<file path="config.mk">
export PLATFORM = sky130hd
export DESIGN_NAME = mk14_bus_arbiter
export DESIGN_NICKNAME = d
export VERILOG_FILES = /design/src/rtl/mk14_bus_arbiter.sv
export SDC_FILE = /design/constraint.sdc
export NUM_CORES = 1
export LEC_CHECK = 0
export ABC_AREA = 1
export CORE_ASPECT_RATIO = 0.9
export CORE_UTILIZATION = 27
export DETAILED_ROUTE_END_ITERATION = 8
export GPL_ROUTABILITY_DRIVEN = 0
export HOLD_SLACK_MARGIN = 0.15
export PLACE_DENSITY = 0.85
export SLEW_MARGIN = 10
export SYNTH_ARGS = -nofsm -noshare
export SYNTH_HDL_FRONTEND = slang
export SYNTH_SLANG_ARGS = --single-unit
</file>
<file path="constraint.sdc">
create_clock -name clk -period 1.22 [get_ports clk]
set_input_delay 0.122 -clock clk [delete_from_list [all_inputs] [get_ports clk]]
set_output_delay 0.122 -clock clk [all_outputs]
set_load 0.05 [all_outputs]
</file>
<file path="src/rtl/mk14_bus_arbiter.sv">
// MK14 system RAM arbiter: shares the RAM between the CPU core and one
// auxiliary requester by freezing the core, then replaying its address.
module mk14_bus_arbiter #(
  parameter int MAX_AUX_BURST  = 4,
  parameter int CORE_MIN_SLOTS = 8
) (
  input  logic        clk,
  input  logic        rst_n,
  input  logic        en_in,
  output logic        core_en,
  input  logic [15:0] core_addr,
  input  logic        core_we,
  input  logic [7:0]  core_wdata,
  output logic [7:0]  core_rdata,
  input  logic        aux_req,
  input  logic        aux_we,
  input  logic [15:0] aux_addr,
  input  logic [7:0]  aux_wdata,
  output logic        aux_ack,
  output logic [7:0]  aux_rdata,
  output logic        aux_rvalid,
  output logic [15:0] ram_addr,
  output logic        ram_we,
  output logic [7:0]  ram_wdata,
  input  logic [7:0]  ram_rdata,
  output logic        busy
);

  localparam int BW = $clog2(MAX_AUX_BURST + 1);
  localparam int QW = $clog2(CORE_MIN_SLOTS + 1);
  localparam logic [BW-1:0] BMAX = BW'(MAX_AUX_BURST);
  localparam logic [QW-1:0] QMAX = QW'(CORE_MIN_SLOTS);

  localparam logic [1:0] S_CORE    = 2'd0;
  localparam logic [1:0] S_AUX     = 2'd1;
  localparam logic [1:0] S_RESTORE = 2'd2;

  logic [1:0]    state_q, state_d;
  logic [BW-1:0] burst_q, burst_d;
  logic [QW-1:0] quota_q, quota_d;
  logic          rvalid_q, rvalid_d;
  logic          take;

  assign take = (state_q == S_CORE) & aux_req & ~core_we
              & (quota_q == QMAX);

  always_comb begin
    state_d   = state_q;
    burst_d   = burst_q;
    quota_d   = quota_q;
    rvalid_d  = 1'b0;
    core_en   = 1'b0;
    aux_ack   = 1'b0;
    ram_addr  = core_addr;
    ram_we    = 1'b0;
    ram_wdata = core_wdata;
    case (state_q)
      S_CORE: begin
        core_en = en_in & ~take;
        ram_we  = core_we;
        if (core_en && quota_q != QMAX)
          quota_d = quota_q + QW'(1);
        if (take) begin
          state_d = S_AUX;
          burst_d = '0;
        end
      end
      S_AUX: begin
        if (aux_req) begin
          aux_ack   = 1'b1;
          ram_addr  = aux_addr;
          ram_we    = aux_we;
          ram_wdata = aux_wdata;
          rvalid_d  = ~aux_we;
          burst_d   = burst_q + BW'(1);
          if (burst_d == BMAX)
            state_d = S_RESTORE;
        end else begin
          // Idle aux cycle doubles as the core-address replay slot
          state_d = S_CORE;
          quota_d = '0;
        end
      end
      S_RESTORE: begin
        state_d = S_CORE;
        quota_d = '0;
      end
      default: state_d = S_CORE;
    endcase
  end

  always_ff @(posedge clk) begin
    if (!rst_n) begin
      state_q  <= S_CORE;
      burst_q  <= '0;
      quota_q  <= QMAX;
      rvalid_q <= 1'b0;
    end else begin
      state_q  <= state_d;
      burst_q  <= burst_d;
      quota_q  <= quota_d;
      rvalid_q <= rvalid_d;
    end
  end

  assign busy       = (state_q != S_CORE);
  assign aux_rvalid = rvalid_q;
  assign aux_rdata  = ram_rdata;
  assign core_rdata = ram_rdata;

endmodule

</file>
* After elaboration in Yosys (flattened, before gate mapping)
Cells that the tools add are included.
** Cells by class
- $add $sub $neg :: 2
- Equality and inequality tests :: 10
- Muxes and demuxes :: 19
- Bitwise gates (word level) :: 7
- Reduce and logical (&&, ||, !) cells :: 9
** Operator list (number)
- $mux W16 :: 2
- $mux W8 :: 2
- $pmux W4 S3 :: 1
- $reduce_and A3 Y1 :: 3
- $mux W4 :: 2
- $mux W2 :: 3
- $mux W3 :: 2
- $ne A2 B2 Y1 const B :: 3
- $pmux W3 S2 :: 1
- $add A4 B1 Y4 const B :: 1
- $and A1 B1 Y1 :: 4
- $eq A4 B4 Y1 const B :: 1
- $mux W1 :: 4
- $ne A4 B4 Y1 const B :: 1
- $pmux W2 S2 :: 1
- $reduce_bool A2 Y1 :: 2
- $add A3 B1 Y3 const B :: 1
- $eq A3 B3 Y1 const B :: 1
- $ne A3 B3 Y1 const B :: 1
- $not A1 Y1 :: 3
- $reduce_bool A3 Y1 :: 1
- $eq A2 B1 Y1 const B :: 1
- $eq A2 B2 Y1 const B :: 1
- $logic_not A2 Y1 :: 1
- other kinds (4) :: 4
** Word-level totals
- Bits in registers :: 10
- Input bits :: 62
- Output and inout port bits :: 45
- Logic and storage cells :: 51

* Depth between registers and ports, before layout
- Word-level depth :: 9
- Mapped depth :: 10
- Mapped depth without buffers :: 9

* Worst setup path before layout
OpenSTA, ideal clock, no wires.
- Kind :: register to output
- From :: register quota_q[0]
- To :: output core_en
- Arrival time :: 1.608 ns
- Required time :: 1.098 ns
- Path slack :: -0.510 ns
- Stages on the path, launching flop included :: 9
- Buffers on the path :: 1
- Path through :: dfxtp_1 inv_1 ha_1 nand2_1 nor2_1 nand2_1 nand2_1 buf_2 nor2_1
** On the way
- Word-level cells in the longest chain between the ends :: 5
** Ends and longest elaborated chain
- start: declaration :: RTL line 40 : logic [QW-1:0] quota_q, quota_d;
- start signal: assignment :: RTL line 101 : quota_q <= quota_d;
- $eq A4 B4 Y1 :: RTL line 45 : & (quota_q == QMAX);
- $and A1 B1 Y1 :: RTL line 45
- $not A1 Y1 :: RTL line 59 : core_en = en_in & ~take;
- $and A1 B1 Y1 :: RTL line 59
- $mux W1 :: RTL line 57 : case (state_q)
- end: declaration :: RTL line 10 : output logic core_en,
Every way passes these cells.

* Worst setup path in the final report
- From :: register state_q[1]
- To :: output ram_addr[7]
** On the way
- Word-level cells in the longest chain between the ends :: 2
** Ends and longest elaborated chain
- start: declaration :: RTL line 38 : logic [1:0] state_q, state_d;
- start signal: assignment :: RTL line 99 : state_q <= state_d;
- $eq A2 B1 Y1 :: RTL line 57
- $mux W16 :: RTL line 57
- end: declaration :: RTL line 22 : output logic [15:0] ram_addr,
Every way passes these cells.

==> flow_metrics.env <==
export IMPL_coreArea_sq_um=3784
export IMPL_slew_headroom=0.7818
export IMPL_syn_area_sq_um=1086
export IMPL_port_buffers=82
export IMPL_regToRegSetupSlack_ns=-0.36
export IMPL_synthFlopType="dfxtp_1"
export IMPL_synth_top_area_frac=0.3422
export IMPL_ctsLongestPathBuffers=2
export IMPL_die_w_um=68.85
export IMPL_die_h_um=62.17
export IMPL_yosysMostFrequentCell="nand2_1"
export IMPL_cts_sinks=10
export IMPL_grt_overflow_total=0
export IMPL_vias_per_cell=5.207
export IMPL_worstMarginPinSlew_ns=0.3261
export IMPL_start_util=0.2870
export IMPL_finalSetupViolCount=37
export IMPL_report_final_slew_viol_count=0
export IMPL_violations="negative setup slack"
export IMPL_whs_path_depth=0
export IMPL_ys_ff_latch=10
export IMPL_rsz0062_at_grt="yes"
export IMPL_diodes=0
export IMPL_path_max_fanout=7
export IMPL_hold_violations=0
export IMPL_cp_start_kind="flip-flop"
export IMPL_crit_required_ns=1.10
export IMPL_crit_type="reg2out"
export IMPL_antenna_found_initial=0
export IMPL_ys_top_cells_by_area="nand2_1 34%, dfxtp_1 18%, buf_4 12%"
export IMPL_drt_pass1_iter_count=4
export IMPL_ant_nets=0
export IMPL_drcViolationCount=0
export IMPL_clock_latency_ns=0.25
export IMPL_drt_iter0_drc=71
export IMPL_synth_warnings=0
export IMPL_grt_max_degree=14
export IMPL_holdWs_ns=0.2440
export IMPL_placed_cells=323
export IMPL_hp_class="in2out"
export IMPL_startpoint="state_q[1]"
export IMPL_dieArea_sq_um=4280
export IMPL_async_reset_ff_frac=0
export IMPL_finalSetupTns_ns=-12.70
export IMPL_crit_path_cell_trace="inv_4, ha_4, nand2_8, inv_12, buf_16, nand2_8, nand2_8, buf_12"
export IMPL_crit_arrival_ns=1.52
export IMPL_syn_num_nets=265
export IMPL_min_from="ram_rdata[7]"
export IMPL_dpl_worst_slack_ns=-0.3268
export IMPL_area_growth_pct=208.3
export IMPL_nets=359
export IMPL_synth_common_cells="99 x nand2_1, 17 x buf_4, 16 x inv_1"
export IMPL_max_freq_ghz=0.6087
export IMPL_grt_pass1_wl_um=9266
export IMPL_final_util=0.8849
export IMPL_cts_made_buffers=3
export IMPL_synthCells=195
export IMPL_ys_seq_area_frac=0.1843
export IMPL_fin_ws_ns=-0.4228
export IMPL_cpMostUsedCell="nand2_8"
export IMPL_drive_gt1_frac=0.5714
export IMPL_drv_cap=0
export IMPL_worst_path_max_delay_cell="dfxtp_2"
export IMPL_leakagePower_nw=1.417
export IMPL_synth_edf_count=0
export IMPL_hpwl_um=3656
export IMPL_wl_um=6569
export IMPL_reg2reg_depth=10
export IMPL_finalCriticalPeriod_ns=1.643
export IMPL_grt_pass1_vias=1856
export IMPL_ios=107
export IMPL_fin_cells=333
export IMPL_cts_tree="done"
export IMPL_clock_skew_ns=0.006695
export IMPL_power_density_nw_per_um2=2026
export IMPL_holdPathEnd="core_rdata[7]"
export IMPL_r2r_start="state_q[1]"
export IMPL_synth_avg_cell_area_sq_um=5.569
export IMPL_synth_cell_types=17
export IMPL_outcome="finished with violations"
export IMPL_peakVddDrop_mv=1.405
export IMPL_track_usage=0.2935
export IMPL_row_count=21
export IMPL_max_stage_delay_ns=0.34
export IMPL_vias=1734
export IMPL_htreeDepth=1
export IMPL_wl_per_cell_um=19.73
export IMPL_clkTransAtPathRegs_ns=0.06
export IMPL_root_buffer="clkbuf_8"
export IMPL_r2r_end="quota_q[2]"
export IMPL_endpoint_kind="output port"
export IMPL_yosys_area_top_type="nand2_1"
export IMPL_post_route_period_util=1.347
power by group:
part	switching [mW]	internal, mW	total, mW	leakage, nW
combinational	3.12	2.72	5.85	1.31
sequential	0.115	0.445	0.559	0.0842
clock	0.159	0.218	0.378	0.0216
total	3.40	3.38	6.78	1.42
worst max-delay path, delay by kind of cell (launching register included):
kind | cells | cell delay [ns]
buffers and inverters | 4 | 0.51
flip-flops | 1 | 0.34
AND/OR/NAND/NOR | 3 | 0.23
adder cells (fa/ha/maj) | 1 | 0.17
worst max path at each step:
stage	end	cells after the start	slack, ns
6_report	ram_addr[7]	8	-0.42
5_1_grt	ram_addr[7]	8	-0.45
4_1_cts	ram_we	7	-0.35
3_5_place_dp	ram_wdata[2]	7	-0.33
3_3_place_gp	ram_wdata[2]	7	-0.29
2_1_floorplan	burst_q[0]	7	-0.15
layer usage:
metal  track usage  vias to the layer above  share of wire  wire (um)
li1              -                      766              -          -
met1        0.2830                      800           0.32       2097
met2        0.5255                      121           0.54       3530
met3        0.1085                       47          0.092        606
met4        0.1403                        0          0.051        334
met5             0                        -              0          0
cell type report:
type                       count  area (sq um)
tap                           46         57.56
clock buffer                   3         41.29
timing repair buffer         111          1479
inverter                      17         82.58
fill                         162         435.4
sequential                    10         209.0
multi-input combinational    146          1479
flip-flops by register name (all words and copies together) (netlist names):
name and count:
aux_rvalid 1, state_q 2, quota_q 4, burst_q 3
metrics by stage:
| stage | area (sq um) | power, mW |
|---|---|---|
| 6_report | 3348 | 6.782 |
| 5_1_grt | 3348 | 7.086 |
| 4_1_cts | 3283 | 6.375 |
| 3_5_place_dp | 2932 | 5.193 |
| 3_3_place_gp | 2932 | 5.080 |
| 2_1_floorplan | 1749 | 3.429 |
placed cells by master (no fill, tap or decap):
| cell type | n |
|---|---|
| clkdlybuf4s50_1 | 52 |
| nand2_8 | 32 |
| buf_12 | 31 |
| nand2_1 | 29 |
| nand2_2 | 24 |
| buf_4 | 16 |
| nand2_4 | 15 |
| inv_1 | 11 |
| nor2_1 | 11 |
| a21oi_2 | 7 |
| nand3_1 | 6 |
| nand3_2 | 6 |
| ha_1 | 5 |
| dfxtp_1 | 5 |
| buf_16 | 5 |
| buf_6 | 5 |
| dfxtp_2 | 4 |
| inv_2 | 3 |
| ha_4 | 3 |
| clkbuf_8 | 3 |
| nor2_4 | 2 |
| inv_12 | 1 |
| clkinvlp_4 | 1 |
| a22o_4 | 1 |
| inv_4 | 1 |
| nor2_2 | 1 |
| a21oi_1 | 1 |
| o21ai_4 | 1 |
| nand3b_1 | 1 |
| nor3_1 | 1 |
| dlygate4sd2_1 | 1 |
| buf_8 | 1 |
| dfxtp_4 | 1 |
timing repair:
item / 4_1_cts / 5_1_grt
cloned: 3 / 0
endpoints found under the setup margin: 37 / 37
setup buffers: 4 / 1
pin swaps: 36 / 13
hold buffers: 0 / 0
gates resized for setup: 49 / 21
kinds of logic after synthesis:
family / synth area share
flip-flops: 0.1843
buffers and inverters: 0.1993
adder cells (fa/ha/maj): 0.09217
AND/OR/NAND/NOR: 0.4747
AO/OA/AOI/OAI: 0.04954
Note: power is estimated with default switching activity, not from simulation.
